## config.mk

```make
export PLATFORM = sky130hd
export DESIGN_NAME = rr_arb_n
export DESIGN_NICKNAME = d
export VERILOG_FILES = /design/src/rtl/rr_arb_n.sv
export SDC_FILE = /design/constraint.sdc
export NUM_CORES = 1
export LEC_CHECK = 0
export CAP_MARGIN = 20
export CORE_MARGIN = 2
export CORE_UTILIZATION = 45
export CTS_CLUSTER_SIZE = 20
export DETAILED_ROUTE_END_ITERATION = 8
export GPL_ROUTABILITY_DRIVEN = 1
export MAX_ROUTING_LAYER = met4
export PLACE_DENSITY = 0.75
export SYNTH_ARGS = -nofsm -noshare
export SYNTH_HDL_FRONTEND = slang
export SYNTH_SLANG_ARGS = --single-unit
```

## constraint.sdc

```tcl
create_clock -name clks -period 4.55 [get_ports clks]
set_input_delay 0.455 -clock clks [delete_from_list [all_inputs] [get_ports clks]]
set_output_delay 0.455 -clock clks [all_outputs]
set_load 0.02 [all_outputs]
```

## src/rtl/rr_arb_n.sv

```systemverilog
// rr_arb_n: N-way round-robin arbiter with a registered grant and an ack handshake.
//
// Handshake: the grant (gnt_vld/gnt_onehot/gnt_num) is a registered level.
// It is asserted one cycle after an arbitration. It stays frozen until the
// winner pulses gnt_ack. An ack moves the pointer past the winner. If
// req_vld & |req is also true on the ack cycle, the next grant is issued
// back-to-back without an idle cycle. gnt_ack is ignored while no grant is held.
//
// Ports:
//   clks        in   1         clock
//   reset       in   1         synchronous active-high reset
//   req         in   REQ_W     per-channel request, bit i = channel i
//   req_vld     in   1         arbitration strobe; req sampled only when high
//   gnt_ack     in   1         winner done; releases the grant
//   gnt_vld     out  1         grant valid
//   gnt_onehot  out  REQ_W     one-hot grant, zero when gnt_vld=0
//   gnt_num     out  RR_NUM_W  binary winner index, holds last winner when idle
//   rr_bit      out  RR_NUM_W  priority pointer (highest-priority channel next)
//   fsm_state   out  1         debug view of the FSM (0 = IDLE, 1 = BUSY)
module rr_arb_n #(
    parameter int REQ_W    = 8,
    parameter int RR_NUM_W = 3
) (
    input  logic                clks,
    input  logic                reset,
    input  logic [REQ_W-1:0]    req,
    input  logic                req_vld,
    input  logic                gnt_ack,
    output logic                gnt_vld,
    output logic [REQ_W-1:0]    gnt_onehot,
    output logic [RR_NUM_W-1:0] gnt_num,
    output logic [RR_NUM_W-1:0] rr_bit,
    output logic                fsm_state
);

    typedef enum logic {
        IDLE = 1'b0,
        BUSY = 1'b1
    } state_t;

    state_t state;

    logic [RR_NUM_W-1:0] next_ptr;
    logic [RR_NUM_W-1:0] arb_ptr;
    logic                hi_found;
    logic [RR_NUM_W-1:0] hi_win;
    logic [RR_NUM_W-1:0] lo_win;
    logic [RR_NUM_W-1:0] win;
    logic [REQ_W-1:0]    win_onehot;
    logic                arb_ok;

    // Pointer after an ack. The wrap compares against the last channel, so
    // non-power-of-two channel counts never see an out-of-range pointer.
    assign next_ptr = (gnt_num == RR_NUM_W'(REQ_W - 1)) ? '0 : gnt_num + 1'b1;

    // On an ack cycle, a same-cycle arbitration must use the post-ack pointer.
    // The acked channel then ends up at lowest priority.
    assign arb_ptr = (state == BUSY && gnt_ack) ? next_ptr : rr_bit;

    assign arb_ok = req_vld && (|req);

    // The search is done in two halves.
    // hi_win is the lowest requesting index at or above the pointer.
    // lo_win is the lowest requesting index overall; it is used when the
    // search wraps around.
    // Both loops run downward, so the last match is the lowest index.
    always_comb begin
        hi_found = 1'b0;
        hi_win   = '0;
        lo_win   = '0;
        for (int i = REQ_W - 1; i >= 0; i--) begin
            if (req[i]) begin
                lo_win = RR_NUM_W'(i);
                if (i >= int'(arb_ptr)) begin
                    hi_found = 1'b1;
                    hi_win   = RR_NUM_W'(i);
                end
            end
        end
        win = hi_found ? hi_win : lo_win;
    end

    always_comb begin
        win_onehot = '0;
        for (int i = 0; i < REQ_W; i++) begin
            win_onehot[i] = (win == RR_NUM_W'(i));
        end
    end

    always_ff @(posedge clks) begin
        if (reset) begin
            state      <= IDLE;
            gnt_vld    <= 1'b0;
            gnt_onehot <= '0;
            gnt_num    <= '0;
            rr_bit     <= '0;
        end else begin
            case (state)
                IDLE: begin
                    // Granting from idle leaves the pointer where it is.
                    if (arb_ok) begin
                        state      <= BUSY;
                        gnt_vld    <= 1'b1;
                        gnt_onehot <= win_onehot;
                        gnt_num    <= win;
                    end
                end
                BUSY: begin
                    // Without an ack everything stays frozen, even if the
                    // winner drops its request.
                    if (gnt_ack) begin
                        rr_bit <= next_ptr;
                        if (arb_ok) begin
                            gnt_onehot <= win_onehot;
                            gnt_num    <= win;
                        end else begin
                            state      <= IDLE;
                            gnt_vld    <= 1'b0;
                            gnt_onehot <= '0;
                        end
                    end
                end
                default: begin
                    state      <= IDLE;
                    gnt_vld    <= 1'b0;
                    gnt_onehot <= '0;
                end
            endcase
        end
    end

    assign fsm_state = (state == BUSY);

endmodule

```

# Word level (Yosys, flattened, before mapping)
# Cells that the tools add are included.
[classes]
add_sub_neg = 1
order_cmp = 7
eq_ne = 11
muxes = 54
bitwise = 1
reduce_logical = 7
[op_table]
columns = ["cell", "n"]
rows = [
  ["2-to-1 mux 3 bit", 27],
  ["2-to-1 mux 8 bit", 3],
  ["2-to-1 mux 1 bit", 20],
  ["case mux 8 bit (2 select lines)", 1],
  ["equality test 3 bit (second input constant)", 5],
  ["greater-or-equal comparator 3 bit (first input constant)", 3],
  ["OR reduction 8 bit", 1],
  ["equality test 3 x 2 -> 1 bit (second input constant)", 2],
  ["greater-or-equal comparator 1 x 3 -> 1 bit (first input constant)", 2],
  ["greater-or-equal comparator 2 x 3 -> 1 bit (first input constant)", 2],
  ["inequality test 2 bit (second input constant)", 3],
  ["case mux 3 bit (2 select lines)", 1],
  ["case mux 1 bit (2 select lines)", 2],
  ["AND reduction 2 bit", 2],
  ["adder 3 x 1 -> 3 bit (second input constant)", 1],
  ["equality test 3 x 1 -> 1 bit (second input constant)", 1],
  ["logical NOT 3 bit", 1],
  ["AND reduction 3 bit", 1],
  ["logical AND 1 bit", 2],
  ["inverter 1 bit", 1],
]
[totals]
register_bits = 16
inputBits = 12
out_inout_bits = 16
elab_cells = 86

# Longest topological paths before layout
# Gate-level depths: netlist of run 1.
[depth]
depth_word = 23
mapped_depth = 8
ltp_nobuf = 8

# Worst setup path after synthesis of run 1
# Ideal clock, no wire load.
[synth_timing]
path_kind = "reg-to-reg"
start = "register gnt_num[0]"
end = "register gnt_onehot[4]"
setup_ns = 0.117
t_arrival_ns = 2.439
path_slack_ns = 1.993
path_stages_with_launch = 9
path_cell_list = "dfxtp_1 ha_1 ha_1 and4bb_1 a21oi_2 o311a_4 a2111o_1 o32a_4 a32o_1"
[synth_via]
elab_chain_cells = 23
elab_cells_between_ends = 45
cone_classes = "1 x add/sub; 7 x order compare; 2 x eq/ne; 35 x mux"
[synth_lines]
columns = ["item", "line_no", "text"]
rows = [
  ["start: declaration", "31", "output logic [RR_NUM_W-1:0] gnt_num,"],
  ["start signal: assignment", "105", "gnt_num <= win;"],
  ["start signal: assignment", "115", "gnt_num <= win;"],
  ["adder 3 x 1 -> 3 bit / equality test 3 bit (equally long branches)", "54", "assign next_ptr = (gnt_num == RR_NUM_W'(REQ_W - 1)) ? '0 : gnt_num + 1'b1;"],
  ["2-to-1 mux 3 bit (*)", "54", ""],
  ["2-to-1 mux 3 bit (*)", "58", "assign arb_ptr = (state == BUSY && gnt_ack) ? next_ptr : rr_bit;"],
  ["greater-or-equal comparator 3 bit", "74", "if (i >= int'(arb_ptr)) begin"],
  ["2-to-1 mux 3 bit / 2-to-1 mux 1 bit (equally long branches)", "74", ""],
  ["2-to-1 mux 3 bit / 2-to-1 mux 1 bit (equally long branches)", "72", "if (req[i]) begin"],
  ["2-to-1 mux 3 bit / 2-to-1 mux 1 bit (equally long branches)", "74", ""],
  ["2-to-1 mux 3 bit / 2-to-1 mux 1 bit (equally long branches)", "72", ""],
  ["(+7 left out)", "n/a", ""],
  ["2-to-1 mux 3 bit / 2-to-1 mux 1 bit (equally long branches)", "72", ""],
  ["2-to-1 mux 3 bit / 2-to-1 mux 1 bit (equally long branches)", "74", ""],
  ["2-to-1 mux 3 bit / 2-to-1 mux 1 bit (equally long branches)", "72", ""],
  ["2-to-1 mux 3 bit (*)", "80", "win = hi_found ? hi_win : lo_win;"],
  ["equality test 3 bit (*)", "86", "win_onehot[i] = (win == RR_NUM_W'(i));"],
  ["2-to-1 mux 8 bit", "113", "if (arb_ok) begin"],
  ["2-to-1 mux 8 bit", "111", "if (gnt_ack) begin"],
  ["case mux 8 bit (2 select lines) (*)", "98", "case (state)"],
  ["end signal: assignment", "104", "gnt_onehot <= win_onehot;"],
  ["end signal: assignment", "114", "gnt_onehot <= win_onehot;"],
  ["end: declaration", "30", "output logic [REQ_W-1:0] gnt_onehot,"],
]
# Mark *: on every way between the ends. The rest lies on a longest branch, timed or not. The select of a mux whose other input is x is not followed.
# A chain may end at the register's enable or synchronous reset.

# Final worst setup path of run 1
[layout_timing]
start = "input port req[7]"
end = "register gnt_onehot[7]"
[layout_via]
elab_chain_cells = 20
elab_cells_between_ends = 47
cone_classes = "2 x eq/ne; 42 x mux; 3 x reduce/logical"
[layout_lines]
columns = ["item", "line_no", "text"]
rows = [
  ["start: declaration", "26", "input logic [REQ_W-1:0] req,"],
  ["2-to-1 mux 3 bit / 2-to-1 mux 1 bit (equally long branches)", "72", ""],
  ["2-to-1 mux 3 bit / 2-to-1 mux 1 bit (equally long branches)", "74", ""],
  ["2-to-1 mux 3 bit / 2-to-1 mux 1 bit (equally long branches)", "72", ""],
  ["2-to-1 mux 3 bit / 2-to-1 mux 1 bit (equally long branches)", "74", ""],
  ["2-to-1 mux 3 bit / 2-to-1 mux 1 bit (equally long branches)", "72", ""],
  ["2-to-1 mux 3 bit / 2-to-1 mux 1 bit (equally long branches)", "74", ""],
  ["2-to-1 mux 3 bit / 2-to-1 mux 1 bit (equally long branches)", "72", ""],
  ["2-to-1 mux 3 bit / 2-to-1 mux 1 bit (equally long branches)", "74", ""],
  ["(+4 left out)", "n/a", ""],
  ["2-to-1 mux 3 bit / 2-to-1 mux 1 bit (equally long branches)", "72", ""],
  ["2-to-1 mux 3 bit / 2-to-1 mux 1 bit (equally long branches)", "74", ""],
  ["2-to-1 mux 3 bit / 2-to-1 mux 1 bit (equally long branches)", "72", ""],
  ["2-to-1 mux 3 bit", "80", ""],
  ["equality test 3 bit", "86", ""],
  ["2-to-1 mux 8 bit", "113", ""],
  ["2-to-1 mux 8 bit", "111", ""],
  ["case mux 8 bit (2 select lines)", "98", ""],
]
# Parallel ways exist; a longest one is shown, timed or not. The select of a mux whose other input is x is not followed.

==> reports/results.tsv, run 1 <==
stage	metric	value	unit
synthesis	Synth area leaders	dfxtp_1 30%, a21oi_1 3.8%, a32o_1 3.8%, nor2_1 3.5%, nand2_1 2.5%	
power_and_ir_drop	Final Total Pwr	348.2	µW
clock_tree	Num CTS Buffers	3	
die	total die area	2762	µm²
placed_design	placed instance area	1339	µm²
power_and_ir_drop	Leak	0.0005081	µW
clock_tree	Worst-Skew Late Latency	0.29	ns
synthesis	Gate Count Post-Synth	115	
synthesis	Post-synth top cells	16 x dfxtp_1, 10 x nor2_1, 8 x a21oi_1	
grt	grt total ovfl	0	
clock_tree	setup bufs post-CTS	0	
grt	first-pass GRT wire length	4.533	mm
placed_design	HPWL after DPL	2.067	mm
clock_tree	CTS tree	yes	
routing	DR vias/cell	6.111	
setup_path	reg2reg path depth	8	
clock_tree	clock root buffer	clkbuf_4	
sta	setup_tns	0	ns
grt	initial antenna violation count	0	
run_status	status	finished clean	
routing	number of DRC markers in iteration 0	20	
clock_tree	CTS Hold Bufs	0	
die	Core Region	2212	µm²
synthesis	Yosys cell types	53	
synthesis	ys async rst share	0	%
setup_path	reg2reg start	gnt_num[0]	
placed_design	Port-buffer cells	27	
sta	Achievable Freq	0.3581	GHz
routing	Residual DRC	0	
routing	Detailed Routing Iterations Pass 1	4	
setup_path	WP data arrival	2.99	ns
finish	Layout area overhead	29.60	%
finish	Design Area, Final	1375	µm²
synthesis	synth warn	0	
die	Horiz. Die Dim	52.56	µm
finish	Final Net Count	158	
die	Core Rows	17	
setup_path	start point of the critical path	req[7]	
finish	ANT cells	0	
hold_path	hold path startpoint	gnt_onehot[0]	
finish	layout cells sized above 1	15.38	%
die	Initial Util	47.96	%
synthesis	syn_area_per_cell	9.226	µm²
grt	vias in the first global route	1007	
sta	Final setup viols	0	
routing	average routed wire per standard cell	15.75	µm
setup_path	CP max FO	7	
synthesis	largest area contributor in the netlist	dfxtp_1	
routing	via count	1045	
clock_tree	post-CTS sizing	0	
hold_path	WHS Path Cells	2	
synthesis	Synth Cell Area	1061	µm²
power_and_ir_drop	PwrDens	253.2	nW/µm²
clock_tree	Clock Sinks	16	
grt	gr usage total	22.90	%
sta	Max Slew Vio Count	0	
setup_path	element type at the critical path start	primary input	
setup_path	Critical Path RT	4.75	ns
routing	Routed Antenna Nets	0	
setup_path	CP endpoint kind	flop	
power_and_ir_drop	worst vdd ir	253.2	µV
synthesis	sequential area share after synthesis	30.19	%
grt	largest net degree at the start of global routing	13	
clock_tree	H-tree depth	1	
sta	Tcrit/Tclk final	61.37	%
sta	final hold violation count	0	
sta	Clock Skews	0.004431	ns
sta	worst-margin pin slew	0.5295	ns
sta	Tmin final	2.792	ns
routing	total wire length	2.694	mm
clock_tree	Clk pin slew, worst setup/hold paths	0.10	ns
job	max-cap viol count	0	
synthesis	most frequent cell after synthesis	dfxtp_1	
synthesis	Seq cells post-synth	16	
sta	slew margin rel.	64.31	%
sta	RSZ-0062 raised after global routing	no	
synthesis	Yosys top cell area share	30.19	%
clock_tree	CTS Buffer Depth	2	
placed_design	global placement routability congestion	0.8291	
die	die height	52.56	µm
setup_path	kind of critical path	in2reg	
synthesis	Net Count, Synth	129	
synthesis	Main synth FF type	dfxtp_1	
synthesis	Post-synth EDFFs	0	
die	IO Pins	28	
hold_path	Worst Hold Class	reg2reg	
==> critical path, stage by stage <==
cell             delay, ns
clkdlybuf4s50_1       0.55
or4_1                 0.63
o41ai_2               0.54
nand2b_1              0.30
nor2_1                0.06
o211a_1               0.18
a32o_1                0.27
==> cell type report <==
| type | count | area (µm²) |
|---|---|---|
| Tap cell | 28 | 35.03 |
| Fill cell | 201 | 837.1 |
| Timing Repair Buffer | 27 | 270.3 |
| Clock buffer | 4 | 36.28 |
| Sequential cell | 16 | 320.3 |
| Multi-Input combinational cell | 91 | 694.4 |
| Inverter | 5 | 18.77 |
==> placed cells by master (no fill, tap or decap), types with 2 or more instances in the layout <==
cell type	count
ha_1	2
clkdlybuf4s50_1	27
inv_1	5
nor2b_1	2
nand2_1	7
a211oi_1	3
nor2_1	10
a21oi_1	8
dfxtp_1	16
or2_2	2
a32o_1	4
o21ai_0	3
clkbuf_4	3
nand3_1	2
a31oi_1	2
nor3_1	4
nand2b_1	3
o31ai_1	3
a21o_1	2
==> flip-flops by register name, summed over array words and instances (netlist names) <==
register and count:
gnt_onehot 8, gnt_num 3, rr_bit 3, fsm_state 1, gnt_vld 1
==> logic make-up (layout without fill, tap and decap cells) <==
| logic type | Yosys count | count (layout) | synth area share [%] |
|---|---|---|---|
| AND/OR/NAND/NOR | 40 | 40 | 20.88 |
| buffers and inverters | 8 | 36 | 4.363 |
| AO/OA/AOI/OAI | 49 | 49 | 42.22 |
| adder cells (fa/ha/maj) | 2 | 2 | 2.358 |
| flip-flops | 16 | 16 | 30.19 |
==> routing by layer <==
layer / track usage (%) / share of wire, % / wire length [µm] / up-vias
li1: - / - / - / 508
met1: 28.47 / 46 / 1239 / 484
met2: 36.04 / 45 / 1222 / 44
met3: 3.143 / 5.6 / 152 / 9
met4: 11.97 / 3.0 / 80 / 0
met5: - / 0 / 0 / -
==> per-stage QoR <==
stage | setup WS [ns] | util, % | hold WS [ns] | std cells
6_report | 1.758 | 62.16 | 0.4825 | 171
5_1_grt | 1.565 | 62.16 | 0.5037 | 171
4_1_cts | 1.777 | 62.16 | 0.4823 | 171
3_5_place_dp | 1.463 | 60.52 | 0.4560 | 167
3_3_place_gp | 1.490 | 60.52 | 0.4403 | 167
2_1_floorplan | 1.993 | - | 0.5330 | 115
==> where the power goes <==
part / switching, µW / internal, µW
clock: 46.9 / 48.8
combinational: 54.2 / 44.9
sequential: 6.86 / 147
==> path summary, 6_finish.rpt <==
check	to	slack, ns
setup / recovery	gnt_onehot[7]	1.76
hold / removal	gnt_onehot[0]	0.48
setup reg to reg	gnt_onehot[2]	1.81
hold reg to reg	gnt_onehot[0]	0.48
Note: power is estimated with default switching activity, not from simulation.
==> run 2: changes to the inputs <==
Clock period 4.55 ns to 2.7 ns, I/O delays scaled along.
==> reports/results.tsv, run 2 (synthesis results as in run 1) <==
stage	metric	value	unit
sta	final hold violation count	0	
finish	most common cell after layout, fill and taps aside	clkdlybuf4s50_1	
finish	ANT cells	0	
power_and_ir_drop	Clock power frac	27.7	%
clock_tree	clock root buffer	clkbuf_4	
grt	largest net degree at the start of global routing	13	
die	Horiz. Die Dim	52.56	µm
hold_path	Worst Hold Class	reg2reg	
grt	initial antenna violation count	0	
routing	DR vias/cell	5.837	
setup_path	CP max FO	6	
power_and_ir_drop	Int Power	421.7	µW
die	Initial Util	47.96	%
die	total die area	2762	µm²
grt	gr usage total	23.90	%
finish	Most flops, register	gnt_onehot	
grt	first-pass GRT wire length	4.767	mm
finish	Largest register FFs	8	
finish	layout cells sized above 1	23.08	%
clock_tree	H-tree depth	1	
clock_tree	Worst-Skew Late Latency	0.30	ns
setup_path	Critical R2R Capture	gnt_onehot[6]	
power_and_ir_drop	PwrDens	418.4	nW/µm²
power_and_ir_drop	net switching power	196.0	µW
finish	Layout area overhead	39.15	%
routing	Detailed Routing Iterations Pass 1	4	
routing	Residual DRC	0	
sta	Achievable Freq	0.3890	GHz
finish	fillcell total	207	
power_and_ir_drop	worst vdd ir	327.8	µV
placed_design	global placement routability congestion	0.8631	
sta	slew margin rel.	66.90	%
finish	Final Net Count	171	
die	IO Pins	28	
clock_tree	CTS tree	yes	
placed_design	placed instance area	1436	µm²
placed_design	Port-buffer cells	27	
hold_path	WHS Path Cells	2	
placed_design	HPWL after DPL	2.223	mm
sta	Tcrit/Tclk final	95.22	%
die	die height	52.56	µm
grt	grt total ovfl	0	
setup_path	element type at the critical path start	flop	
setup_path	CP endpoint	gnt_onehot[6]	
routing	average routed wire per standard cell	15.81	µm
setup_path	kind of critical path	reg2reg	
grt	vias in the first global route	1098	
sta	Max Slew Vio Count	0	
clock_tree	Num CTS Buffers	3	
clock_tree	Clk pin slew, worst setup/hold paths	0.11	ns
power_and_ir_drop	sequential share of power	41.6	%
finish	Design Area, Final	1476	µm²
die	Core Region	2212	µm²
sta	Clock Skews	0.009371	ns
setup_path	start point of the critical path	gnt_num[1]	
setup_path	CP endpoint kind	flop	
setup_path	Critical Path RT	2.90	ns
clock_tree	setup bufs post-CTS	0	
setup_path	reg2reg path depth	8	
routing	total wire length	2.909	mm
routing	Routed Antenna Nets	0	
sta	Tmin final	2.571	ns
sta	Final setup viols	0	
die	Core Rows	17	
power_and_ir_drop	Leak	0.0005712	µW
clock_tree	CTS Buffer Depth	2	
setup_path	worst reg-to-reg setup slack	0.13	ns
power_and_ir_drop	sw frac	31.74	%
setup_path	reg2reg start	gnt_num[1]	
finish	final core occ	66.74	%
sta	RSZ-0062 raised after global routing	no	
job	max-cap viol count	0	
finish	most frequent cells in the layout	27 x clkdlybuf4s50_1, 16 x dfxtp_1, 13 x buf_4, 10 x nor2_1	
routing	via count	1074	
run_status	status	finished clean	
clock_tree	Clock Sinks	16	
sta	worst-margin pin slew	0.4950	ns
power_and_ir_drop	Logic pwr share	30.7	%
finish	Regs by FF count	gnt_onehot x8, gnt_num x3, rr_bit x3	
routing	number of DRC markers in iteration 0	38	
setup_path	WP data arrival	2.77	ns
run 2: area by class of cell:
type / count / area (µm²) / share of cell area, %
inverters: 5 / 18.77 / 1.271
repair buffers: 40 / 367.9 / 24.92
clock buffers: 4 / 36.28 / 2.458
well taps: 28 / 35.03 / 2.373
flip-flops and latches: 16 / 320.3 / 21.69
multi-input cells: 91 / 698.2 / 47.29
run 2: worst max-delay path, cell delays in order (launching register included):
cell      delay [ns]
dfxtp_1         0.35
ha_1            0.19
ha_1            0.19
and4bb_1        0.33
a21oi_2         0.09
o311a_4         0.33
a2111o_1        0.39
o32a_4          0.37
a32o_1          0.24
run 2: stage by stage:
stage,total power (µW),TNS (ns),worst slack (ns),instances,hold slack (ns)
floorplan,367.3,0,0.1433,115,0.4403
global placement,446.5,0,0.03319,180,0.4417
detailed placement,449.4,-0.04727,-0.03454,180,0.4467
CTS,618.3,0,0.1238,184,0.4679
global route,645.3,0,0.01761,184,0.4911
finish,617.7,0,0.1291,184,0.4650
run 2: per-layer routing:
layer  vias up  part of all wire, %  GRT usage, %  routed length (µm)
met3         2                  4.2         3.714                 121
li1        535                    -             -                   -
met1       506                   48         30.11                1382
met4         0                 0.48         5.983                  14
met2        31                   48         40.00                1389
met5         -                    0             -                   0
run 2: timing repair:
| item | CTS | global route |
|---|---|---|
| hold buffers | 0 | 0 |
| setup endpoints to repair | 0 | 6 |
| resized for setup | 0 | 1 |
run 2: how the worst min path moves through the flow:
| stage | start | endpoint |
|---|---|---|
| 4_1_cts | gnt_onehot[0] | gnt_onehot[0] |
| 5_1_grt | gnt_onehot[0] | gnt_onehot[0] |
| 6_report | gnt_onehot[0] | gnt_onehot[0] |
| 2_1_floorplan | req_vld | fsm_state |
| 3_3_place_gp | gnt_onehot[0] | gnt_onehot[0] |
| 3_5_place_dp | gnt_onehot[0] | gnt_onehot[0] |
run 2: power by group through the flow:
stage | logic [µW] | clock network (µW) | registers (µW)
detailed placement | 187 | 0 | 262
CTS | 189 | 173 | 257
global placement | 185 | 0 | 262
floorplan | 93.8 | 0 | 273
finish | 190 | 171 | 257
global route | 204 | 182 | 259
